===== config.mk =====
export PLATFORM = sky130hd
export DESIGN_NAME = reward_laser_ctrl
export DESIGN_NICKNAME = d
export VERILOG_FILES = /design/src/rtl/reward_laser_ctrl.sv
export SDC_FILE = /design/constraint.sdc
export NUM_CORES = 1
export LEC_CHECK = 0
export ABC_AREA = 1
export CAP_MARGIN = 15
export CORE_ASPECT_RATIO = 0.75
export CORE_MARGIN = 10
export CORE_UTILIZATION = 30
export DETAILED_ROUTE_END_ITERATION = 10
export SETUP_SLACK_MARGIN = 0.1
export SLEW_MARGIN = 20
export SYNTH_ARGS = -nofsm -noshare
export SYNTH_HDL_FRONTEND = slang
export SYNTH_SLANG_ARGS = --single-unit

===== constraint.sdc =====
create_clock -name clk -period 1.6 [get_ports clk]
set_input_delay 0.32 -clock clk [delete_from_list [all_inputs] [get_ports clk]]
set_output_delay 0.32 -clock clk [all_outputs]
set_load 0.01 [all_outputs]

===== src/rtl/reward_laser_ctrl.sv =====
// Laser power-up timer: latches a pickup, counts the reward down in prescaled ticks,
// blinks the beam during the final warning window and pulses laser_expire at the end.
module reward_laser_ctrl #(
    parameter int unsigned CLK_DIV  = 6_250_000,
    parameter int unsigned DURATION = 40,
    parameter int unsigned WARN     = 12
) (
    input  logic       clk,
    input  logic       rst,
    input  logic       enable_reward,
    input  logic       pickup,
    output logic       reward_laser,
    output logic       laser_warn,
    output logic [7:0] laser_remaining,
    output logic       laser_expire
);

    localparam int unsigned PW = $clog2(CLK_DIV);

    typedef enum logic [1:0] {StIdle, StActive, StWarn} state_t;

    state_t          state_q, state_d;
    logic [PW-1:0]   presc_q, presc_d;
    logic [7:0]      remaining_q, remaining_d;
    logic            blink_q, blink_d;
    logic            expire_d;
    logic            tick;

    assign tick = (presc_q == PW'(CLK_DIV - 1));

    always_comb begin
        state_d     = state_q;
        presc_d     = presc_q;
        remaining_d = remaining_q;
        blink_d     = blink_q;
        expire_d    = 1'b0;
        // enable_reward low freezes everything, including pickups
        if (enable_reward) begin
            if (pickup) begin
                state_d     = StActive;
                remaining_d = 8'(DURATION);
                presc_d     = '0;
                blink_d     = 1'b0;
            end else if (state_q == StIdle) begin
                presc_d = '0;
            end else if (!tick) begin
                presc_d = presc_q + PW'(1);
            end else begin
                presc_d = '0;
                case (state_q)
                    StActive: begin
                        remaining_d = remaining_q - 8'd1;
                        if (remaining_d == 8'(WARN)) begin
                            state_d = StWarn;
                            blink_d = 1'b0;
                        end
                    end
                    StWarn: begin
                        if (remaining_q > 8'd1) begin
                            remaining_d = remaining_q - 8'd1;
                            blink_d     = ~blink_q;
                        end else begin
                            remaining_d = 8'd0;
                            state_d     = StIdle;
                            blink_d     = 1'b0;
                            expire_d    = 1'b1;
                        end
                    end
                    default: state_d = StIdle;
                endcase
            end
        end
    end

    // Outputs are registered from the next-state values so they match the state after each edge
    always_ff @(posedge clk) begin
        if (rst) begin
            state_q         <= StIdle;
            presc_q         <= '0;
            remaining_q     <= 8'd0;
            blink_q         <= 1'b0;
            reward_laser    <= 1'b0;
            laser_warn      <= 1'b0;
            laser_remaining <= 8'd0;
            laser_expire    <= 1'b0;
        end else begin
            state_q         <= state_d;
            presc_q         <= presc_d;
            remaining_q     <= remaining_d;
            blink_q         <= blink_d;
            reward_laser    <= enable_reward &
                               ((state_d == StActive) | ((state_d == StWarn) & blink_d));
            laser_warn      <= enable_reward & (state_d == StWarn);
            laser_remaining <= remaining_d;
            laser_expire    <= expire_d;
        end
    end

endmodule


==> flow_summary.toml <==
[setup_path]
crit_path_end_kind = "register"
critPathMaxFanout = 5
cp.arrival_ps = 1960
critPathKind = "reg2reg"
worstPathRequired_ps = 1830
cp-start-kind = "register"

[synthesis]
ys_seq_elements = 37
synth_warnings = 0
seq_area_frac_synth_pct = 33.9
syn-num-nets = 320
synthCells = 309
synth_cell_type_count = 37
avgSynthCellArea_um2 = 7.07
yosysTopAreaCell = "dfxtp_1"
synth_area_leaders = "dfxtp_1, nand2_1, nor2_1"
synth_top_area_share_pct = 33.9
netlist_area_um2 = 2180

[placement]
dpl.hpwl_um = 4520
place_congestion = 0.870
port_buffers = 14

[final_layout]
diodes = 0
drive_gt1_share_pct = 46.8
nets = 412
area_growth_pct = 61.0

[run]
cap_violations = 0

[floorplan]
die-area_um2 = 11100
rows = 26
core_um2 = 6930
die_w_um = 119
ioPinCount = 15
die_h_um = 93.9
initial_core_util_pct = 31.5

[route]
postRouteAntennaNets = 0
detail_route.wl_per_cell_um = 12.3
num_vias = 2273
wl_um = 6150
drt_iter0_drc = 84
drc = 0
dr.pass1.iters = 4
vias_per_cell = 4.55

[timing]
min_period_over_period_pct = 108
tns_ps = -1340
finalClockSkew_ps = 5.74
max_freq_mhz = 579
tightest_slew_ps = 321
period_minus_slack_ps = 1730
holdWs_ps = 506
rsz0062_at_grt = "yes"
hold_violations = 0
max_slew_margin_pct = 78.3
drv_slew = 0
setup_ws_ps = -127
finalSetupViolCount = 28

[clock_tree]
cts.sinks = 37
cts_buffers = 5
clockBufferDepth = 2
clk_pin_slew_ps = 80
cts-root-buf = "clkbuf_8"
clk_latency_ps = 300
cts_tree = "built"
cts_htree_levels = 2

[power_and_ir_drop]
p_leak_nw = 1.53
vdd_drop_max_mv = 0.497
fin_total_pwr_mw = 2.22
power.density_nw_per_um2 = 631

[global_route]
grt_max_degree = 15
grt_pass1_vias = 2105
grt_antenna_before_repair = 0
overflow = 0
grt_pass1_wl_um = 9820
grt_use_total_pct = 10.6

[status]
violations = "setup timing"
status = "finished, violations left"

[min_path]
hold_class = "reg2reg"
cells by family (layout without fill, tap and decap cells):
logic type / count (synthesis) / in the layout / synth area share, %
and+or+nand+nor: 176 / 176 / 40.7
buffers and inverters: 43 / 136 / 7.96
DFF: 37 / 37 / 33.9
AOI/OAI and AO/OA: 34 / 34 / 8.65
xor gates and xnor gates: 12 / 12 / 4.81
adders and majority gates: 7 / 7 / 4.01
through the flow:
step,utilization [%],instance area [um^2],instances,setup slack [ps]
after floorplan,-,2270,309,46.0
after global placement,43.5,3020,484,-469
after detailed placement,43.5,3020,484,-485
after CTS,46.5,3220,496,-98.5
after global routing,50.8,3520,500,-231
final,50.8,3520,500,-127
report_power, final:
part	switching, mW	internal, mW	total [mW]
clock	0.352	0.509	0.860
sequential	0.0194	0.934	0.953
combinational	0.214	0.192	0.405
final cells by class:
class / count / area, um^2
clock buffers: 7 / 86.3
clock inverters: 1 / 30.0
fillers: 649 / 3410
inverters: 39 / 159
multi-input cells: 229 / 1610
flip-flops and latches: 37 / 762
well taps: 98 / 123
repair buffers: 89 / 752
layout by cell type (no fill, tap or decap), drive strengths merged, types with 5 or more instances in the layout:
| master | Yosys | final |
|---|---|---|
| nand2 | 62 | 62 |
| a21oi | 20 | 20 |
| nor3 | 10 | 10 |
| dlygate4sd2 | 0 | 9 |
| nand4 | 8 | 8 |
| o21ai | 9 | 9 |
| ha | 7 | 7 |
| nand3 | 23 | 23 |
| nor3b | 5 | 5 |
| xor2 | 10 | 10 |
| inv | 38 | 38 |
| nor2 | 60 | 60 |
| dfxtp | 37 | 37 |
| clkbuf | 1 | 8 |
| buf | 3 | 74 |
critical path, stage by stage (launching register included):
cell and delay (ps):
dfxtp_4 380, inv_4 50, ha_4 180, or2_4 250, nand3_4 110, buf_6 110
nor2_4 40, nor2_4 140, inv_2 80, a21oi_1 130, o21ai_1 80, a21oi_1 100
flip-flops by register name (all words and copies together) (netlist names):
register      count
state_q           2
presc_q          23
blink_q           1
laser_expire      1
remaining_q       8
laser_warn        1
reward_laser      1
routing by layer:
layer | up-vias | track usage (%) | part of all wire, %
met3 | 9 | 2.28 | 6.3
met1 | 1015 | 15.6 | 51
met5 | - | 0 | 0
met2 | 60 | 14.4 | 41
met4 | 0 | 3.96 | 1.5
li1 | 1189 | - | -
repair_timing:
| action | CTS | global route |
|---|---|---|
| pin swaps | 10 | 18 |
| cloned | 0 | 1 |
| setup buffers | 4 | 3 |
| hold buffers | 0 | 0 |
| resized for setup | 33 | 62 |
| setup endpoints to repair | 44 | 40 |
worst paths after layout:
kind / from / to / slack, ps / depth (start not counted)
setup / recovery: remaining_q[0] / remaining_q[4] / -130 / 11
hold / removal: blink_q / blink_q / 510 / 2
setup reg to reg: remaining_q[0] / remaining_q[4] / -130 / 11
hold reg to reg: blink_q / blink_q / 510 / 2
synth_stat cells:
master    number
a211oi_1       2
a211oi_2       1
a21oi_1       19
a21oi_2        1
a31oi_1        2
and2_1         1
and3_1         1
buf_2          1
buf_4          1
buf_6          1
clkbuf_1       1
clkinv_1       1
dfxtp_1       37
ha_1           7
inv_1         34
inv_2          4
nand2_1       58
nand2_2        3
nand2_4        1
nand3_1       22
nand3_2        1
nand3b_4       1
nand4_1        7
nand4_2        1
nor2_1        49
nor2_2         7
nor2_4         4
nor3_1        10
nor3b_2        5
nor4_1         2
nor4_4         1
o21ai_0        8
o21ai_1        1
or2_1          1
or2_2          1
xnor2_1        2
xor2_1        10
Power figures use the tool's default switching activity.
